File: src/rtl/axi_rd_arbiter_if.sv
// AXI4 read-port bundle (AR + R channels) shared by the requester and
// downstream sides of axi_rd_arbiter.
//   master: drives the request and accepts data
//   slave : accepts the request and returns data
// Handshake: a transfer on a channel happens in the cycle where both valid and
// ready are high; the sender holds valid and payload stable until then.
interface axi_rd_arbiter_if #(
   parameter int ADDR_W = 64,
   parameter int DATA_W = 64
);
   logic              ar_valid;
   logic              ar_ready;
   logic [ADDR_W-1:0] ar_addr;
   logic [7:0]        ar_len;
   logic              r_valid;
   logic              r_ready;
   logic [DATA_W-1:0] r_data;
   logic              r_last;

   modport master (
      output ar_valid, ar_addr, ar_len, r_ready,
      input  ar_ready, r_valid, r_data, r_last
   );

   modport slave (
      input  ar_valid, ar_addr, ar_len, r_ready,
      output ar_ready, r_valid, r_data, r_last
   );
endinterface

File: src/rtl/axi_rd_arbiter.sv
// Two-requester AXI4 read arbiter with one outstanding transaction.
// Port 0 = instruction fetch / ICache refill, port 1 = LSU / DCache refill.
// IDLE picks a winner and latches its AR payload, ADDR presents it downstream,
// DATA routes R beats to the winner until the last beat.
// Optional build macro AXI_RD_ARBITER_RR_EN: on simultaneous requests the port
// that did not own the previous completed transaction wins; otherwise port 1
// always beats port 0.
module axi_rd_arbiter #(
   parameter int ADDR_W = 64,
   parameter int DATA_W = 64
) (
   input  logic                   clock,
   input  logic                   reset,
   axi_rd_arbiter_if.slave        s0,
   axi_rd_arbiter_if.slave        s1,
   axi_rd_arbiter_if.master       m,
   output logic [1:0]             grant,
   output logic [1:0]             dbg_state_o
);

   typedef enum logic [1:0] {
      IDLE = 2'd0,
      ADDR = 2'd1,
      DATA = 2'd2
   } state_e;

   state_e            state_q, state_d;
   logic [1:0]        grant_q, grant_d;
   logic [ADDR_W-1:0] addr_q, addr_d;
   logic [7:0]        len_q, len_d;
   logic              pick1;     // port 1 wins the current IDLE arbitration
   logic              r_ready_sel; // r_ready of the granted requester
   logic              last_beat;  // final R beat handshakes this cycle

   assign r_ready_sel = grant_q[1] ? s1.r_ready : (grant_q[0] ? s0.r_ready : 1'b0);
   assign last_beat   = (state_q == DATA) && m.r_valid && r_ready_sel && m.r_last;

`ifdef AXI_RD_ARBITER_RR_EN
   logic last_owner_q, last_owner_d;

   // Winner select: alternate on contention, single requester wins at once
   always_comb begin
      if (s0.ar_valid && s1.ar_valid) pick1 = ~last_owner_q;
      else                            pick1 = s1.ar_valid;
   end

   // Remember who owned the transaction that just completed
   always_comb begin
      last_owner_d = last_owner_q;
      if (last_beat) last_owner_d = grant_q[1];
   end

   // Owner history register
   always_ff @(posedge clock or posedge reset) begin
      if (reset) last_owner_q <= 1'b0;
      else       last_owner_q <= last_owner_d;
   end
`else
   assign pick1 = s1.ar_valid;
`endif

   // Next-state, grant and latched AR payload
   always_comb begin
      state_d = state_q;
      grant_d = grant_q;
      addr_d  = addr_q;
      len_d   = len_q;
      case (state_q)
         IDLE: begin
            if (s0.ar_valid || s1.ar_valid) begin
               state_d = ADDR;
               grant_d = pick1 ? 2'b10 : 2'b01;
               addr_d  = pick1 ? s1.ar_addr : s0.ar_addr;
               len_d   = pick1 ? s1.ar_len  : s0.ar_len;
            end
         end
         ADDR: begin
            if (m.ar_ready) state_d = DATA;
         end
         DATA: begin
            if (last_beat) begin
               state_d = IDLE;
               grant_d = 2'b00;
            end
         end
         default: begin
            state_d = IDLE;
            grant_d = 2'b00;
         end
      endcase
   end

   // State and payload registers; reset abandons any transaction in flight
   always_ff @(posedge clock or posedge reset) begin
      if (reset) begin
         state_q <= IDLE;
         grant_q <= 2'b00;
         addr_q  <= '0;
         len_q   <= '0;
      end else begin
         state_q <= state_d;
         grant_q <= grant_d;
         addr_q  <= addr_d;
         len_q   <= len_d;
      end
   end

   // Handshake steering: AR ready to the owner in ADDR, R channel to the owner in DATA
   always_comb begin
      s0.ar_ready = 1'b0;
      s1.ar_ready = 1'b0;
      s0.r_valid  = 1'b0;
      s0.r_data   = {DATA_W{1'b0}};
      s0.r_last   = 1'b0;
      s1.r_valid  = 1'b0;
      s1.r_data   = {DATA_W{1'b0}};
      s1.r_last   = 1'b0;
      m.r_ready   = 1'b0;
      if (state_q == ADDR) begin
         s0.ar_ready = grant_q[0] & m.ar_ready;
         s1.ar_ready = grant_q[1] & m.ar_ready;
      end
      if (state_q == DATA) begin
         m.r_ready = r_ready_sel;
         if (grant_q[1]) begin
            s1.r_valid = m.r_valid;
            s1.r_data  = m.r_data;
            s1.r_last  = m.r_last;
         end else if (grant_q[0]) begin
            s0.r_valid = m.r_valid;
            s0.r_data  = m.r_data;
            s0.r_last  = m.r_last;
         end
      end
   end

   assign m.ar_valid  = (state_q == ADDR);
   assign m.ar_addr   = addr_q;
   assign m.ar_len    = len_q;
   assign grant       = grant_q;
   assign dbg_state_o = state_q;

endmodule
File: src/flat_wrapper.sv
// flat-port wrapper written by rule: the top's interface ports become plain ports
module axi_rd_arbiter_flat 
#(
   parameter int ADDR_W = 64,
   parameter int DATA_W = 64
)
  (clock, reset, grant, dbg_state_o, s0_ar_valid, s0_ar_addr, s0_ar_len, s0_r_ready, s0_ar_ready, s0_r_valid, s0_r_data, s0_r_last, s1_ar_valid, s1_ar_addr, s1_ar_len, s1_r_ready, s1_ar_ready, s1_r_valid, s1_r_data, s1_r_last, m_ar_valid, m_ar_addr, m_ar_len, m_r_ready, m_ar_ready, m_r_valid, m_r_data, m_r_last);
  axi_rd_arbiter_if #(.ADDR_W(ADDR_W), .DATA_W(DATA_W)) s0_i ();
  axi_rd_arbiter_if #(.ADDR_W(ADDR_W), .DATA_W(DATA_W)) s1_i ();
  axi_rd_arbiter_if #(.ADDR_W(ADDR_W), .DATA_W(DATA_W)) m_i ();
  input  logic clock;
  input  logic reset;
  output logic [1:0] grant;
  output logic [1:0] dbg_state_o;
  input wire logic [$bits(s0_i.ar_valid)-1:0] s0_ar_valid;
  input wire logic [$bits(s0_i.ar_addr)-1:0] s0_ar_addr;
  input wire logic [$bits(s0_i.ar_len)-1:0] s0_ar_len;
  input wire logic [$bits(s0_i.r_ready)-1:0] s0_r_ready;
  output wire logic [$bits(s0_i.ar_ready)-1:0] s0_ar_ready;
  output wire logic [$bits(s0_i.r_valid)-1:0] s0_r_valid;
  output wire logic [$bits(s0_i.r_data)-1:0] s0_r_data;
  output wire logic [$bits(s0_i.r_last)-1:0] s0_r_last;
  input wire logic [$bits(s1_i.ar_valid)-1:0] s1_ar_valid;
  input wire logic [$bits(s1_i.ar_addr)-1:0] s1_ar_addr;
  input wire logic [$bits(s1_i.ar_len)-1:0] s1_ar_len;
  input wire logic [$bits(s1_i.r_ready)-1:0] s1_r_ready;
  output wire logic [$bits(s1_i.ar_ready)-1:0] s1_ar_ready;
  output wire logic [$bits(s1_i.r_valid)-1:0] s1_r_valid;
  output wire logic [$bits(s1_i.r_data)-1:0] s1_r_data;
  output wire logic [$bits(s1_i.r_last)-1:0] s1_r_last;
  output wire logic [$bits(m_i.ar_valid)-1:0] m_ar_valid;
  output wire logic [$bits(m_i.ar_addr)-1:0] m_ar_addr;
  output wire logic [$bits(m_i.ar_len)-1:0] m_ar_len;
  output wire logic [$bits(m_i.r_ready)-1:0] m_r_ready;
  input wire logic [$bits(m_i.ar_ready)-1:0] m_ar_ready;
  input wire logic [$bits(m_i.r_valid)-1:0] m_r_valid;
  input wire logic [$bits(m_i.r_data)-1:0] m_r_data;
  input wire logic [$bits(m_i.r_last)-1:0] m_r_last;
  assign s0_i.ar_valid = s0_ar_valid;
  assign s0_i.ar_addr = s0_ar_addr;
  assign s0_i.ar_len = s0_ar_len;
  assign s0_i.r_ready = s0_r_ready;
  assign s0_ar_ready = s0_i.ar_ready;
  assign s0_r_valid = s0_i.r_valid;
  assign s0_r_data = s0_i.r_data;
  assign s0_r_last = s0_i.r_last;
  assign s1_i.ar_valid = s1_ar_valid;
  assign s1_i.ar_addr = s1_ar_addr;
  assign s1_i.ar_len = s1_ar_len;
  assign s1_i.r_ready = s1_r_ready;
  assign s1_ar_ready = s1_i.ar_ready;
  assign s1_r_valid = s1_i.r_valid;
  assign s1_r_data = s1_i.r_data;
  assign s1_r_last = s1_i.r_last;
  assign m_ar_valid = m_i.ar_valid;
  assign m_ar_addr = m_i.ar_addr;
  assign m_ar_len = m_i.ar_len;
  assign m_r_ready = m_i.r_ready;
  assign m_i.ar_ready = m_ar_ready;
  assign m_i.r_valid = m_r_valid;
  assign m_i.r_data = m_r_data;
  assign m_i.r_last = m_r_last;
  axi_rd_arbiter #(.ADDR_W(ADDR_W), .DATA_W(DATA_W)) u_core (.clock(clock), .reset(reset), .s0(s0_i), .s1(s1_i), .m(m_i), .grant(grant), .dbg_state_o(dbg_state_o));
endmodule
File: config.mk
export PLATFORM = sky130hd
export DESIGN_NAME = axi_rd_arbiter_flat
export DESIGN_NICKNAME = d
export VERILOG_FILES = /design/src/rtl/axi_rd_arbiter_if.sv /design/src/rtl/axi_rd_arbiter.sv /design/src/flat_wrapper.sv
export SDC_FILE = /design/constraint.sdc
export NUM_CORES = 1
export LEC_CHECK = 0
export ABC_AREA = 1
export ABC_CLOCK_PERIOD_IN_PS = 2700
export CAP_MARGIN = 10
export CORE_AREA = 2 2 164 166
export CTS_CLUSTER_DIAMETER = 100
export DETAILED_ROUTE_END_ITERATION = 8
export DIE_AREA = 0 0 166 168
export MAX_ROUTING_LAYER = met4
export PLACE_DENSITY_LB_ADDON = 0.05
export SETUP_SLACK_MARGIN = 0.1
export SLEW_MARGIN = 10
export SYNTH_ARGS = -nofsm -noshare
export SYNTH_HDL_FRONTEND = slang
export SYNTH_SLANG_ARGS = --single-unit
File: constraint.sdc
create_clock -name clock -period 2.7 [get_ports clock]
set_input_delay 0.27 -clock clock [delete_from_list [all_inputs] [get_ports clock]]
set_output_delay 0.27 -clock clock [all_outputs]
set_load 0.02 [all_outputs]
==> out/qor.txt, run 1 <==
Fin crit period: 2.49 ns
Clock Sinks: 76
Routability cong.: 0.845
Total track usage: 17.1%
Fin Setup TNS: 0 ns
CP Cell Sequence: inv_1 -> nand2_2 -> buf_12 -> nor3_1 -> clkdlybuf4s50_1
Area delta synth->final: 109%
MaxCap Viol Count: 0
CP top delay family: buffers and inverters
Final Hold Fails: 0
DR pass1 iterations: 4
Num CTS Buffers: 9
Peak supply drop: 0.439 mV
RR Endpoint: u_core.m.ar_addr[63]$_DFFE_PP0P_
First DRT Iteration DRCs: 220
Outcome: complete, no violations
PortBufs: 428
Total Die Area: 27,900 µm²
Crit start category: register
Dpl cells: 1,378
Root Buffer: clkbuf_16
FF-to-FF path depth: 6
Slew Viols, Final: 0
Die Y: 168 µm
Share of the synthesized area in the top cell type: 42.8%
Final core occ: 35.3%
Post-synthesis sequential area ratio: 42.8%
Grt ovf: 0
Nets: 1,265
CTS tree: built
DRC: 0
Pleak: 3.91 nW
CTS H-tree depth: 3
YS warnings: 0
Die width: 166 µm
R2R Path Start: u_core.dbg_state_o[1]$_DFFE_PP0P_
CP peak stage delay: 0.65 ns
Cell variety after synth: 17
Final cell count without fillers: 1,395
Layout cells sized above 1: 3.23%
Synth Flop Type: dfrtp_1
Worst hold-check path type: in -> async
Hold_buf cts: 0
Critical path endpoint category: output pin
Post-Syn Instances: 652
Initial antenna violation count: 1
Setup-failing EPs final: 0
WP data required: 2.43 ns
Clock Skew: 0.0107 ns
Vias in the first global route: 5,620
Reg2Reg Setup Slack: 1.13 ns
EDFF count, synth: 0
Synth area leaders: dfrtp_1 (43%), nand2_1 (14%), nor2_1 (12%)
Vias per cell: 4.07
FF+latch count, synth: 76
Global-route wire length before repair: 35,100 µm
Fin crit share: 92.1%
DRT Wirelength: 24,000 µm
Max Fclk: 402 MHz
Vias: 5,676
Power Dens Cells: 831 nW/µm²
Max Buffers Root-to-Sink: 2
Mapped Nets: 869
Number of I/O pins: 429
Post-Syn Area: 4440 µm²
Worst slew margin: 42.4%
Async SR Flop Fraction: 100%
Initial Utilization: 16.9%
DP HPWL: 18,800 µm
DRT antenna net count: 0
Num rows: 60
Clk_lat worst skew: 0.35 ns
WP buf/inv: 3
Data arrival, critical path: 2.22 ns
Critical path's slowest cell: clkdlybuf4s50_1
Worst-Margin Slew: 0.864 ns
Synthesized area per cell: 6.81 µm²
RSZ-0062 raised after global routing: no
Clock transition at path regs: 0.06 ns
Number of stages on the worst setup path: 5
Largest net degree at the start of global routing: 105
Cell taking the most area after synthesis: dfrtp_1
CORE AREA: 26,400 µm²
Top-count cell post-synth: nand2_1
WS Path Type: reg -> out
CP Max Fanout: 56
Commonest cells post-synth: nand2_1 (161), nor2_1 (141), dfrtp_1 (76), inv_1 (74), a31oi_1 (72)
Drt wl/cell: 17.2 µm
[flip-flops by register name (all words and copies together) (netlist names)]
signal / cells
u_core.dbg_state_o: 2
u_core.grant: 2
u_core.m.ar_addr: 64
u_core.m.ar_len: 8
[worst max path at each step]
stage | start | endpoint | slack (ns)
after floorplan | reset | u_core.dbg_state_o[0]$_DFFE_PP0P_ | 0.49
after global placement | u_core.dbg_state_o[0]$_DFFE_PP0P_ | s0_r_data[48] | 0.50
after detailed placement | u_core.dbg_state_o[0]$_DFFE_PP0P_ | s0_r_data[53] | 0.51
after CTS | u_core.dbg_state_o[0]$_DFFE_PP0P_ | s0_r_data[53] | 0.14
after global routing | u_core.dbg_state_o[0]$_DFFE_PP0P_ | s0_r_data[49] | 0.11
final | u_core.dbg_state_o[0]$_DFFE_PP0P_ | s0_r_data[43] | 0.21
[power by group]
part           switching [W]  internal [W]
combinational        0.00248       0.00201
clock               0.000506      0.000698
sequential          0.000319       0.00172
[routing by layer]
| metal | GRT usage, % | vias to the layer above | wire length (µm) |
|---|---|---|---|
| li1 | - | 2855 | - |
| met1 | 17.7 | 2524 | 9280 |
| met2 | 30.2 | 264 | 12100 |
| met3 | 4.98 | 33 | 1840 |
| met4 | 7.64 | 0 | 833 |
| met5 | - | - | 0 |
[final cells by class]
type	count	area (µm²)
multi-input combinational	448	1980
fill	2865	17000
timing repair buffer	438	4410
tap	341	427
inverter	75	283
clock buffer	13	270
clock inverter	3	20.0
sequential	76	1900
antenna	1	2.50
[cell usage in the layout (no fill, tap or decap), types with 4 or more instances in the layout]
cell             instances
a31oi_1                 72
nor3_1                  66
nand2_1                159
clkbuf_16                9
inv_1                   72
dlymetal6s2s_1           4
clkdlybuf4s50_1        423
dfrtp_1                 76
buf_4                    6
buf_12                   4
nor2_1                 141
[cells by family after synthesis]
kind of cell | count (synthesis) | synth area share, %
DFF | 76 | 42.8
buffers and inverters | 128 | 12.9
AOI/OAI and AO/OA | 75 | 10.7
and+or+nand+nor | 373 | 33.6
[stage by stage]
stage | power [W] | setup slack [ns] | cell area, µm² | hold WS (ns)
2_1_floorplan | 0.00443 | 0.492 | 4440 | 0.369
3_3_place_gp | 0.00667 | 0.504 | 9000 | 0.534
3_5_place_dp | 0.00664 | 0.515 | 9000 | 0.533
4_1_cts | 0.00788 | 0.139 | 9290 | 0.154
5_1_grt | 0.00827 | 0.106 | 9300 | 0.189
6_report | 0.00773 | 0.214 | 9300 | 0.156
[timing repair]
action                                  CTS  global route
resized for setup                         0             4
endpoints found under the setup margin    0             4
buffers inserted                          0             0
Note: power is estimated with default switching activity, not from simulation.
==> run 2, diff against run 1 <==
- ABC_CLOCK_PERIOD_IN_PS: 2700 -> 2900
- CORE_AREA: 2 2 164 166 -> 2 2 169 171
- DIE_AREA: 0 0 166 168 -> 0 0 171 173
- clock period: 2.7 -> 2.9 ns (I/O delays scaled with it)
==> out/qor.txt, run 2 (synthesis results as in run 1) <==
Nets: 1,266 (+0.079%)
Layout cells sized above 1: 3.42% (+0.19 points)
Final setup margin: 0.349 ns (+0.136 ns)
Hold_buf cts: 0 (unchanged)
Die width: 171 µm (+3.0%)
Vias per cell: 3.95 (-3.0%)
Initial Utilization: 16.1% (-0.78 points)
Commonest cells after routing, fill and taps aside: clkdlybuf4s50_1 (427), nand2_1 (159), nor2_1 (141)
Outcome: complete, no violations
WS Path Type: reg -> out
Grt ovf: 0 (unchanged)
Post-CTS Setup Bufs: 0 (unchanged)
Clk_lat worst skew: 0.34 ns (about the same)
Setup-failing EPs final: 0 (unchanged)
Most common cell after layout, fill and taps aside: clkdlybuf4s50_1
WP buf/inv: 3 (unchanged)
Worst slew margin: 42.9% (+0.51 points)
WP data required: 2.61 ns (+0.18 ns)
Root Buffer: clkbuf_16
DP HPWL: 18,900 µm (+0.30%)
Initial antenna violation count: 1 (unchanged)
CP top delay family: buffers and inverters
DRT antenna net count: 0 (unchanged)
Routability cong.: 0.848 (+0.39%)
Max reg flops: 64 (unchanged)
Clock Sinks: 76 (unchanged)
Num CTS Buffers: 9 (unchanged)
CP Max Fanout: 34 (-39%)
Clock transition at path regs: 0.07 ns (about the same)
Worst hold-check path type: in -> reg
Global-route wire length before repair: 35,400 µm (+0.73%)
Total track usage: 16.3% (-0.77 points)
Hold_ws: 0.319 ns (+0.163 ns)
Final Hold Fails: 0 (unchanged)
MaxCap Viol Count: 0 (unchanged)
DRT Wirelength: 24,300 µm (+0.94%)
Area delta synth->final: 111%
Vias: 5,657 (-0.33%)
Fin crit period: 2.55 ns
CORE AREA: 27,600 µm² (+4.9%)
PortBufs: 428 (unchanged)
DR pass1 iterations: 4 (unchanged)
Critical path endpoint category: output pin
Crit start category: register
Die Y: 173 µm (+3.0%)
Worst-Margin Slew: 0.856 ns (-0.00770 ns)
Drt wl/cell: 16.9 µm (-1.7%)
RSZ-0062 raised after global routing: no
# resized after CTS: 0 (unchanged)
Placement Cell Area: 9050 µm² (+0.60%)
CTS tree: built
DRC: 0 (unchanged)
CP peak stage delay: 0.65 ns (about the same)
Pleak: 3.84 nW (-1.7%)
Clock Skew: 0.00777 ns (-0.00292 ns)
Largest net degree at the start of global routing: 147 (+40%)
Total power: 0.00729 W (-5.7%)
Slew Viols, Final: 0 (unchanged)
Num rows: 61 (+1.7%)
First DRT Iteration DRCs: 210 (-4.5%)
Data arrival, critical path: 2.26 ns (+0.04 ns)
Total Die Area: 29,600 µm² (+6.1%)
CTS H-tree depth: 3 (unchanged)
Power Dens Cells: 779 nW/µm² (-6.2%)
Max Fclk: 392 MHz
Number of I/O pins: 429 (unchanged)
CP Cell Sequence: inv_1 -> nand2_2 -> buf_12 -> nor3_1 -> clkdlybuf4s50_1
Place WS: 0.691 ns (+0.177 ns)
Fin Setup TNS: 0 ns (unchanged)
Vias in the first global route: 5,493 (-2.3%)
Max Buffers Root-to-Sink: 2 (unchanged)
Peak supply drop: 0.367 mV (-16%)
Fin crit share: 87.9%
Critical path's slowest cell: clkdlybuf4s50_1
Design Area, Final: 9360 µm² (+0.59%)
==> run 2: per-layer routing <==
| metal | part of all wire (%) | track usage, % | vias to the layer above |
|---|---|---|---|
| met5 | 0 | - | - |
| met4 | 1.6 | 4.13 | 0 |
| met3 | 9.9 | 5.93 | 19 |
| met2 | 50 | 29.0 | 247 |
| met1 | 38 | 17.0 | 2531 |
| li1 | - | - | 2860 |
==> run 2: cell type report <==
type | instances | area (µm²)
fill | 3011 | 18300
timing repair buffer | 439 | 4410
multi-input combinational | 448 | 1980
sequential | 76 | 1900
tap | 378 | 473
inverter | 75 | 283
clock buffer | 9 | 225
clock inverter | 7 | 76.3
antenna | 1 | 2.50
==> run 2: path summary, 6_finish.rpt <==
path	start	depth (start not counted)	slack, ns	endpoint
worst max-delay path	u_core.grant[1]$_DFFE_PP0P_	5	0.35	s0_r_data[60]
worst min-delay path	s1_ar_valid	4	0.32	u_core.m.ar_addr[61]$_DFFE_PP0P_
worst max register to register	u_core.dbg_state_o[1]$_DFFE_PP0P_	6	1.18	u_core.m.ar_addr[47]$_DFFE_PP0P_
worst min register to register	u_core.m.ar_len[6]$_DFFE_PP0P_	2	0.55	u_core.m.ar_len[6]$_DFFE_PP0P_
max in group asynchronous	reset	3	1.89	u_core.m.ar_addr[47]$_DFFE_PP0P_
min in group asynchronous	reset	2	0.33	u_core.m.ar_addr[5]$_DFFE_PP0P_
==> run 2: metrics by stage <==
step / std cells / util [%]
2_1_floorplan: 652 / -
3_3_place_gp: 1416 / 32.8
3_5_place_dp: 1416 / 32.8
4_1_cts: 1432 / 33.9
5_1_grt: 1433 / 33.9
6_report: 1433 / 33.9
==> run 2: worst register-to-register path, stage by stage, from the launching register on <==
cell and delay (ns):
dfrtp_1 0.44, nor2_2 0.17, inv_2 0.07, a21oi_4 0.13, buf_12 0.42, nor2_1 0.25, a31oi_1 0.17
==> run 2: power breakdown <==
group          total [W]  internal, W  switching, W  leakage, nW
clock network    0.00117     0.000672      0.000495        0.142
logic            0.00423      0.00189       0.00234         2.85
registers        0.00189      0.00160      0.000294        0.854
